`config.mk`:
```
export PLATFORM = sky130hd
export DESIGN_NAME = i2c_coeff_master
export DESIGN_NICKNAME = d
export VERILOG_FILES = /design/src/rtl/i2c_coeff_master.sv
export SDC_FILE = /design/constraint.sdc
export NUM_CORES = 1
export LEC_CHECK = 0
export ABC_AREA = 1
export BUFFER_PORTS_ARGS = -buffer_cell sky130_fd_sc_hd__buf_2
export CAP_MARGIN = 40
export CORE_ASPECT_RATIO = 0.5
export CORE_MARGIN = 3
export CORE_UTILIZATION = 58
export DETAILED_ROUTE_END_ITERATION = 16
export GPL_ROUTABILITY_DRIVEN = 0
export GPL_TIMING_DRIVEN = 0
export MAX_ROUTING_LAYER = met4
export PLACE_DENSITY = 0.75
export SLEW_MARGIN = 5
export SYNTH_ARGS = -nofsm -noshare
export SYNTH_HDL_FRONTEND = slang
export SYNTH_SLANG_ARGS = --single-unit
```
`constraint.sdc`:
```
create_clock -name clk -period 2.5 [get_ports clk]
set_input_delay 0.5 -clock clk [delete_from_list [all_inputs] [get_ports clk]]
set_output_delay 0.5 -clock clk [all_outputs]
set_load 0.02 [all_outputs]
```
`src/rtl/i2c_coeff_master.sv`:
```
// rtl/i2c_coeff_master.sv - write-only bit-level I2C master that streams coefficient bytes to a slave
module i2c_coeff_master #(
    parameter logic [6:0] DEV_ADDR = 7'h48,
    parameter int         NBYTES   = 8,
    parameter int         CLK_DIV  = 4
) (
    input  logic       clk,
    input  logic       rst_n,
    input  logic       start_in,
    input  logic [7:0] byte_in,
    input  logic       byte_valid_in,
    output logic       byte_ready_out,
    output logic       scl_oe_out,
    output logic       sda_oe_out,
    input  logic       sda_in,
    output logic       busy_out,
    output logic       done_out,
    output logic       nack_out
);

    localparam int DIV_W = $clog2(CLK_DIV);

    typedef enum logic [2:0] {
        IDLE,
        START,
        ADDR,
        ADDR_ACK,
        FETCH,
        DATA,
        DATA_ACK,
        STOP
    } state_t;

    state_t             state_q, state_d;
    logic [DIV_W-1:0]   div_q, div_d;
    logic [1:0]         qtr_q, qtr_d;
    logic [2:0]         bit_q, bit_d;
    logic [7:0]         shift_q, shift_d;
    logic [7:0]         byte_cnt_q, byte_cnt_d;
    logic               ack_q, ack_d;
    logic               nack_q, nack_d;
    logic               done_q, done_d;
    logic               busy_q, busy_d;
    logic               ready_q, ready_d;
    logic               scl_q, scl_d;
    logic               sda_q, sda_d;

    logic               running;
    logic               tick;

    // The quarter divider only advances while the bus is actively clocking.
    assign running = (state_q != IDLE) && (state_q != FETCH);
    assign tick    = running && (div_q == DIV_W'(CLK_DIV - 1));

    // Next-state sequencing plus registered line drives decoded from the next state.
    always_comb begin
        state_d    = state_q;
        div_d      = div_q;
        qtr_d      = qtr_q;
        bit_d      = bit_q;
        shift_d    = shift_q;
        byte_cnt_d = byte_cnt_q;
        ack_d      = ack_q;
        nack_d     = nack_q;
        done_d     = 1'b0;

        if (running) begin
            div_d = tick ? '0 : div_q + DIV_W'(1);
        end
        if (tick) begin
            qtr_d = qtr_q + 2'd1;
        end

        case (state_q)
            IDLE: begin
                // A start arriving alongside the done pulse is dropped.
                if (start_in && !done_q) begin
                    state_d    = START;
                    nack_d     = 1'b0;
                    byte_cnt_d = 8'd0;
                    shift_d    = {DEV_ADDR, 1'b0};
                    bit_d      = 3'd0;
                    qtr_d      = 2'd0;
                    div_d      = '0;
                end
            end
            START: begin
                if (tick && qtr_q == 2'd1) begin
                    state_d = ADDR;
                    qtr_d   = 2'd0;
                end
            end
            ADDR, DATA: begin
                if (tick && qtr_q == 2'd3) begin
                    if (bit_q == 3'd7) begin
                        bit_d   = 3'd0;
                        state_d = (state_q == ADDR) ? ADDR_ACK : DATA_ACK;
                    end else begin
                        bit_d   = bit_q + 3'd1;
                        shift_d = {shift_q[6:0], 1'b0};
                    end
                end
            end
            ADDR_ACK, DATA_ACK: begin
                if (tick && qtr_q == 2'd1) begin
                    ack_d = sda_in;
                end
                if (tick && qtr_q == 2'd3) begin
                    if (ack_q) begin
                        nack_d  = 1'b1;
                        state_d = STOP;
                    end else if (byte_cnt_q < 8'(NBYTES)) begin
                        state_d = FETCH;
                    end else begin
                        state_d = STOP;
                    end
                end
            end
            FETCH: begin
                if (byte_valid_in && ready_q) begin
                    shift_d    = byte_in;
                    byte_cnt_d = byte_cnt_q + 8'd1;
                    state_d    = DATA;
                end
            end
            STOP: begin
                if (tick && qtr_q == 2'd2) begin
                    state_d = IDLE;
                    qtr_d   = 2'd0;
                    done_d  = 1'b1;
                end
            end
            default: begin
                state_d = IDLE;
            end
        endcase

        ready_d = (state_d == FETCH);
        busy_d  = (state_d != IDLE);
        scl_d   = 1'b0;
        sda_d   = 1'b0;
        case (state_d)
            START: begin
                sda_d = (qtr_d == 2'd1);
            end
            ADDR, DATA: begin
                scl_d = (qtr_d == 2'd0) || (qtr_d == 2'd3);
                sda_d = ~shift_d[7];
            end
            ADDR_ACK, DATA_ACK: begin
                scl_d = (qtr_d == 2'd0) || (qtr_d == 2'd3);
            end
            FETCH: begin
                scl_d = 1'b1;
            end
            STOP: begin
                scl_d = (qtr_d == 2'd0);
                sda_d = (qtr_d != 2'd2);
            end
            default: begin
                scl_d = 1'b0;
                sda_d = 1'b0;
            end
        endcase
    end

    // State and output registers; reset releases the bus immediately.
    always_ff @(posedge clk or negedge rst_n) begin
        if (!rst_n) begin
            state_q    <= IDLE;
            div_q      <= '0;
            qtr_q      <= 2'd0;
            bit_q      <= 3'd0;
            shift_q    <= 8'd0;
            byte_cnt_q <= 8'd0;
            ack_q      <= 1'b0;
            nack_q     <= 1'b0;
            done_q     <= 1'b0;
            busy_q     <= 1'b0;
            ready_q    <= 1'b0;
            scl_q      <= 1'b0;
            sda_q      <= 1'b0;
        end else begin
            state_q    <= state_d;
            div_q      <= div_d;
            qtr_q      <= qtr_d;
            bit_q      <= bit_d;
            shift_q    <= shift_d;
            byte_cnt_q <= byte_cnt_d;
            ack_q      <= ack_d;
            nack_q     <= nack_d;
            done_q     <= done_d;
            busy_q     <= busy_d;
            ready_q    <= ready_d;
            scl_q      <= scl_d;
            sda_q      <= sda_d;
        end
    end

    assign byte_ready_out = ready_q;
    assign scl_oe_out     = scl_q;
    assign sda_oe_out     = sda_q;
    assign busy_out       = busy_q;
    assign done_out       = done_q;
    assign nack_out       = nack_q;

endmodule

```
==> results.sh, run 1 <==
export IMPL_hold_violations=0
export IMPL_syn_inst=251
export IMPL_switching_share=0.235
export IMPL_crit_path_end_kind="flip-flop"
export IMPL_fin_skew_ns=0.00700
export IMPL_antenna_found_initial=0
export IMPL_ant_nets=0
export IMPL_syn2layout_area_growth_pct=11.5
export IMPL_drc=0
export IMPL_wl_um=4040
export IMPL_dieWidth_um=88.4
export IMPL_instances_no_fill=317
export IMPL_powerDensity_nw_per_um2=437
export IMPL_async_flop_share=1.00
export IMPL_slowest_delay_ns=0.47
export IMPL_cts_made_buffers=5
export IMPL_synth_largest_area_cell="dfrtp_1"
export IMPL_first_pass_iters=4
export IMPL_status="finished, final reports clean"
export IMPL_max_clock_freq_mhz=452
export IMPL_critPathTopFamily="simple AND/OR/NAND/NOR gates"
export IMPL_switchingPower_w=0.000226
export IMPL_fin_tns_setup_ns=0
export IMPL_syn_cell_area_um2=1970
export IMPL_clock_path_buffers=2
export IMPL_drive_gt1_frac=0.184
export IMPL_setup_viol=0
export IMPL_cap_violations=0
export IMPL_relSlewSlack=0.506
export IMPL_cts_tree="yes"
export IMPL_core_area_um2=3120
export IMPL_initial_core_util=0.631
export IMPL_ios=19
export IMPL_dp_cells=309
export IMPL_grt_ovfl_total=0
export IMPL_start_kind="flip-flop"
export IMPL_crit_type="reg -> reg"
export IMPL_worstHoldPathType="in -> async"
export IMPL_nets=299
export IMPL_cp_max_fo=7
export IMPL_ctsHoldBuffers=0
export IMPL_numPortBuffers=18
export IMPL_die_height_um=47.2
export IMPL_worstPathCellList="inv_4 > nand2_8 > nor2_2 > inv_1 > nor2_1 > inv_1 > nand4_1 > inv_1 > nor2_1 > inv_1 > ha_1 > nor2_1 > nand2_1 > nand2_1"
export IMPL_ys_seq_elements=33
export IMPL_layout_common_cells="nand2_1 (66), inv_1 (39), dfrtp_1 (33), nor2_1 (21), buf_2 (19)"
export IMPL_cp_buffers_inverters=5
export IMPL_p_clk_frac=0.421
export IMPL_fin_crit_ns=2.21
export IMPL_arrival_ns=2.44
export IMPL_irDropWorstVdd_mv=0.266
export IMPL_h_tree_depth=2
export IMPL_final_common_cell="nand2_1"
export IMPL_grt_max_degree=34
export IMPL_grt_pass1_wl_um=6520
export IMPL_crit_top_cell="inv_1"
export IMPL_crit_required_ns=2.73
export IMPL_period_share=0.884
export IMPL_ys_seq_area_frac=0.420
export IMPL_cts_sinks=33
export IMPL_insertedDiodeCount=0
export IMPL_p_comb_frac=0.022
export IMPL_drt_wirelength_per_cell_um=12.7
export IMPL_cts_setup_buffers=0
export IMPL_vias=1628
export IMPL_drv_slew=0
export IMPL_ys_types=34
export IMPL_internal_power_w=0.000734
export IMPL_synthTopCellsByArea="dfrtp_1 (42%), nand2_1 (13%), inv_1 (7.4%)"
export IMPL_rsz0062_at_grt="false"
export IMPL_drt_iter0_markers=126
export IMPL_synth_edf_count=0
export IMPL_yosys_warnings=0
export IMPL_power_leakage_nw=1.25
export IMPL_slowest_stage="dfrtp_1"
export IMPL_grt_pass1_vias=1471
export IMPL_grtUsageTotal=0.219
export IMPL_pwr_share_seq=0.557
export IMPL_via_per_inst=5.14
export IMPL_dp_hpwl_um=2930
export IMPL_syn_area_per_cell_um2=7.84
export IMPL_synth_top_cell_area_share=0.420
export IMPL_die_area_um2=4170
export IMPL_synthFlopType="dfrtp_1"
export IMPL_clock_latency_ns=0.29
export IMPL_cts_clk_slew_worst_paths_ns=0.08
export IMPL_post_cts_resized=0
export IMPL_clockRootBuffer="clkbuf_8"
export IMPL_syn_num_nets=274
export IMPL_rows=14
export IMPL_tightest_slew_ns=0.741
-- flip-flops by register name (all words and copies together) (netlist names), 2 cells and up --
| register | count |
|---|---|
| byte_cnt_q | 8 |
| div_q | 2 |
| bit_q | 3 |
| shift_q | 8 |
| qtr_q | 2 |
| state_q | 3 |
-- power by group through the flow --
| stage | registers [W] | logic [W] | clock network (W) |
|---|---|---|---|
| after floorplan | 0.000545 | 0.00000203 | 0 |
| after global placement | 0.000545 | 0.0000214 | 0 |
| after detailed placement | 0.000545 | 0.0000221 | 0 |
| after CTS | 0.000535 | 0.0000222 | 0.000406 |
| after global routing | 0.000535 | 0.0000242 | 0.000431 |
| final | 0.000535 | 0.0000210 | 0.000404 |
-- stage by stage --
step | hold WS (ns) | worst slack (ns) | total power, W | util | instance area (um2)
6_report | 0.262 | 0.289 | 0.000960 | 0.704 | 2190
5_1_grt | 0.330 | 0.0455 | 0.000990 | 0.704 | 2190
4_1_cts | 0.306 | 0.285 | 0.000963 | 0.704 | 2190
3_5_place_dp | 0.464 | 0.338 | 0.000567 | 0.676 | 2110
3_3_place_gp | 0.457 | 0.400 | 0.000567 | 0.676 | 2110
2_1_floorplan | 0.204 | 0.662 | 0.000547 | - | 1970
-- cell families after synthesis --
group | synth area share
simple gates | 0.315
buf+inv | 0.0890
flops | 0.420
compound gates | 0.103
fa+ha+maj | 0.0636
xor+xnor | 0.00445
mux | 0.00572
-- Yosys cell counts (all sizes together) (2+ instances only) --
master and count:
a22o 2, nand4 3, nand3 20, o21ai 12
a21oi 8, nand2 72, ha 10, nor3 5
dfrtp 33, inv 44, nor2 27, a22oi 6
-- worst paths after layout --
path | startpoint | endpoint | slack, ns | depth (start not counted)
setup reg to reg | state_q[0] | scl_oe_out | 0.29 | 14
min in group clk | byte_in[0] | shift_q[0] | 0.43 | 2
setup / recovery | state_q[0] | scl_oe_out | 0.29 | 14
hold / removal | rst_n | byte_cnt_q[3] | 0.26 | 1
hold reg to reg | shift_q[1] | shift_q[1] | 0.48 | 2
max in group asynchronous | rst_n | qtr_q[1] | 1.75 | 1
-- worst register-to-register path, cell delays in order, from the launching register on --
cell and delay (ns):
dfrtp_1 0.47, inv_4 0.16, nand2_8 0.08, nor2_2 0.13, inv_1 0.05, nor2_1 0.15, inv_1 0.11, nand4_1 0.11
inv_1 0.06, nor2_1 0.21, inv_1 0.10, ha_1 0.30, nor2_1 0.10, nand2_1 0.05, nand2_1 0.06
-- final cells by class --
class                   instances  area, um2
flip-flops and latches         33        826
repair buffers                 18       90.1
fillers                       266        923
well taps                      40       50.0
multi-input cells             173        967
clock inverters                 3       17.5
inverters                      44        170
clock buffers                   5       68.8
plain buffers                   1       5.00
-- metal layers --
metal	wire, um	track usage	share of wire	up-vias
li1	-	-	-	846
met1	1920	0.280	0.48	737
met2	1810	0.345	0.45	37
met3	262	0.0630	0.065	8
met4	45	0.0633	0.011	0
met5	0	-	0	-
Note: power is estimated with default switching activity, not from simulation.
==> run 2: changes to the inputs <==
BUFFER_PORTS_ARGS = unset   (was -buffer_cell sky130_fd_sc_hd__buf_2)
CORE_UTILIZATION = 60   (was 58)
DONT_BUFFER_PORTS = 1   (was unset)
PLACE_DENSITY = 0.76   (was 0.75)
REMOVE_ABC_BUFFERS = 1   (was unset)
==> run 2 against run 1 <==
Net effect: wire length shrank 3.4%; clock-buffer cell count is the same; register-to-register slack gained 0.07 ns; final area shrank 3.6%; worst setup slack gained 0.066 ns.
==> results.sh, run 2 (synthesis gave the netlist of run 1 again) <==
export IMPL_start_kind="flip-flop"
export IMPL_antenna_found_initial=0
export IMPL_core_area_um2=2850
export IMPL_rows=13
export IMPL_worstPathCellList="inv_4 > nand2_8 > nor2_2 > inv_1 > nor2_1 > inv_1 > nand4_1 > inv_1 > nor2_1 > inv_1 > ha_1 > nor2_1 > nand2_1 > nand2_1"
export IMPL_initial_core_util=0.691
export IMPL_grt_pass1_vias=1512
export IMPL_nets=281
export IMPL_drt_iter0_markers=98
export IMPL_drv_slew=0
export IMPL_ios=19
export IMPL_design_area_um2=2120
export IMPL_period_share=0.858
export IMPL_arrival_ns=2.36
export IMPL_status="finished, final reports clean"
export IMPL_tightest_slew_ns=0.342
export IMPL_cap_violations=0
export IMPL_relSlewSlack=0.772
export IMPL_clockRootBuffer="clkbuf_8"
export IMPL_r2r_cells=14
export IMPL_dpl_cell_area_um2=2010
export IMPL_r2r_end="scl_oe_out"
export IMPL_fin_tns_setup_ns=0
export IMPL_slowest_delay_ns=0.49
export IMPL_worst_r2r_setup_slack_ns=0.35
export IMPL_syn2layout_area_growth_pct=7.50
export IMPL_grtUsageTotal=0.230
export IMPL_via_per_inst=5.51
export IMPL_h_tree_depth=2
export IMPL_layout_common_cells="nand2_1 (66), inv_1 (39), dfrtp_1 (33), nor2_1 (21), nand3_1 (18)"
export IMPL_cts_setup_buffers=0
export IMPL_setup_viol=0
export IMPL_fin_skew_ns=0.00512
export IMPL_irDropWorstVdd_mv=0.408
export IMPL_die_area_um2=4050
export IMPL_worstHoldPathType="in -> async"
export IMPL_slowest_stage="dfrtp_1"
export IMPL_cts_sinks=33
export IMPL_crit_path_end_kind="flip-flop"
export IMPL_drc=0
export IMPL_cp_startpoint="state_q[0]"
export IMPL_cp_buffers_inverters=5
export IMPL_top_regs="byte_cnt_q x8, shift_q x8"
export IMPL_crit_top_cell="inv_1"
export IMPL_crit_type="reg -> reg"
export IMPL_rsz0062_at_grt="false"
export IMPL_drt_wirelength_per_cell_um=13.2
export IMPL_crit_required_ns=2.72
export IMPL_die_height_um=46.5
export IMPL_final_common_cell="nand2_1"
export IMPL_clock_latency_ns=0.28
export IMPL_cp_depth=14
export IMPL_ant_nets=0
export IMPL_grt_max_degree=34
export IMPL_first_pass_iters=4
export IMPL_powerDensity_nw_per_um2=445
export IMPL_p_total_w=0.000941
export IMPL_grt_ovfl_total=0
export IMPL_crit_end="scl_oe_out"
export IMPL_critPathTopFamily="simple AND/OR/NAND/NOR gates"
export IMPL_numPortBuffers=0
export IMPL_dp_hpwl_um=2960
export IMPL_power_leakage_nw=1.18
export IMPL_cp_max_fo=7
export IMPL_drive_gt1_frac=0.127
export IMPL_vias=1630
export IMPL_hold_violations=0
export IMPL_reg2reg_from="state_q[0]"
export IMPL_fin_crit_ns=2.15
export IMPL_grt_pass1_wl_um=6820
export IMPL_insertedDiodeCount=0
export IMPL_max_clock_freq_mhz=466
export IMPL_post_cts_resized=0
export IMPL_cts_tree="yes"
export IMPL_dieWidth_um=87.0
export IMPL_cts_clk_slew_worst_paths_ns=0.07
export IMPL_wl_um=3900
export IMPL_cts_made_buffers=5
export IMPL_clock_path_buffers=2
run 2: what timing repair did:
action,4_1_cts,5_1_grt
hold buffers,1,0
setup endpoints to repair,0,0
hold endpoints to repair,33,0
run 2: worst min-delay path by stage:
stage                     to   from  slack (ns)
2_1_floorplan          ack_q  rst_n        0.20
3_3_place_gp   byte_cnt_q[1]  rst_n        0.21
3_5_place_dp   byte_cnt_q[0]  rst_n        0.21
4_1_cts        byte_cnt_q[0]  rst_n        0.04
5_1_grt        byte_cnt_q[0]  rst_n        0.03
6_report       byte_cnt_q[0]  rst_n        0.03
run 2: routing by layer:
metal / GRT usage / vias up / wire length [um]
li1: - / 815 / -
met2: 0.351 / 47 / 1730
met4: 0.0559 / 0 / 28
met5: - / - / 0
met1: 0.312 / 762 / 1850
met3: 0.0554 / 6 / 289
run 2: cell type report:
cell class / count / area, um2
flip-flops and latches: 33 / 826
multi-input cells: 173 / 967
well taps: 37 / 46.3
fillers: 229 / 731
repair buffers: 1 / 20.0
clock buffers: 5 / 68.8
inverters: 44 / 170
clock inverters: 3 / 17.5
run 2: stage by stage:
stage / cells / hold WS, ns / setup WS, ns / utilization
finish: 296 / 0.0337 / 0.355 / 0.743
global route: 296 / 0.0285 / 0.101 / 0.743
CTS: 296 / 0.0401 / 0.358 / 0.743
detailed placement: 287 / 0.205 / 0.382 / 0.706
global placement: 287 / 0.205 / 0.410 / 0.706
floorplan: 250 / 0.204 / 0.662 / -
run 2: where the power goes:
part / internal (W) / switching [W]
Sequential: 0.000535 / 0.000000582
Clock: 0.000192 / 0.000199
Combinational: 0.00000444 / 0.0000109
Total: 0.000731 / 0.000211
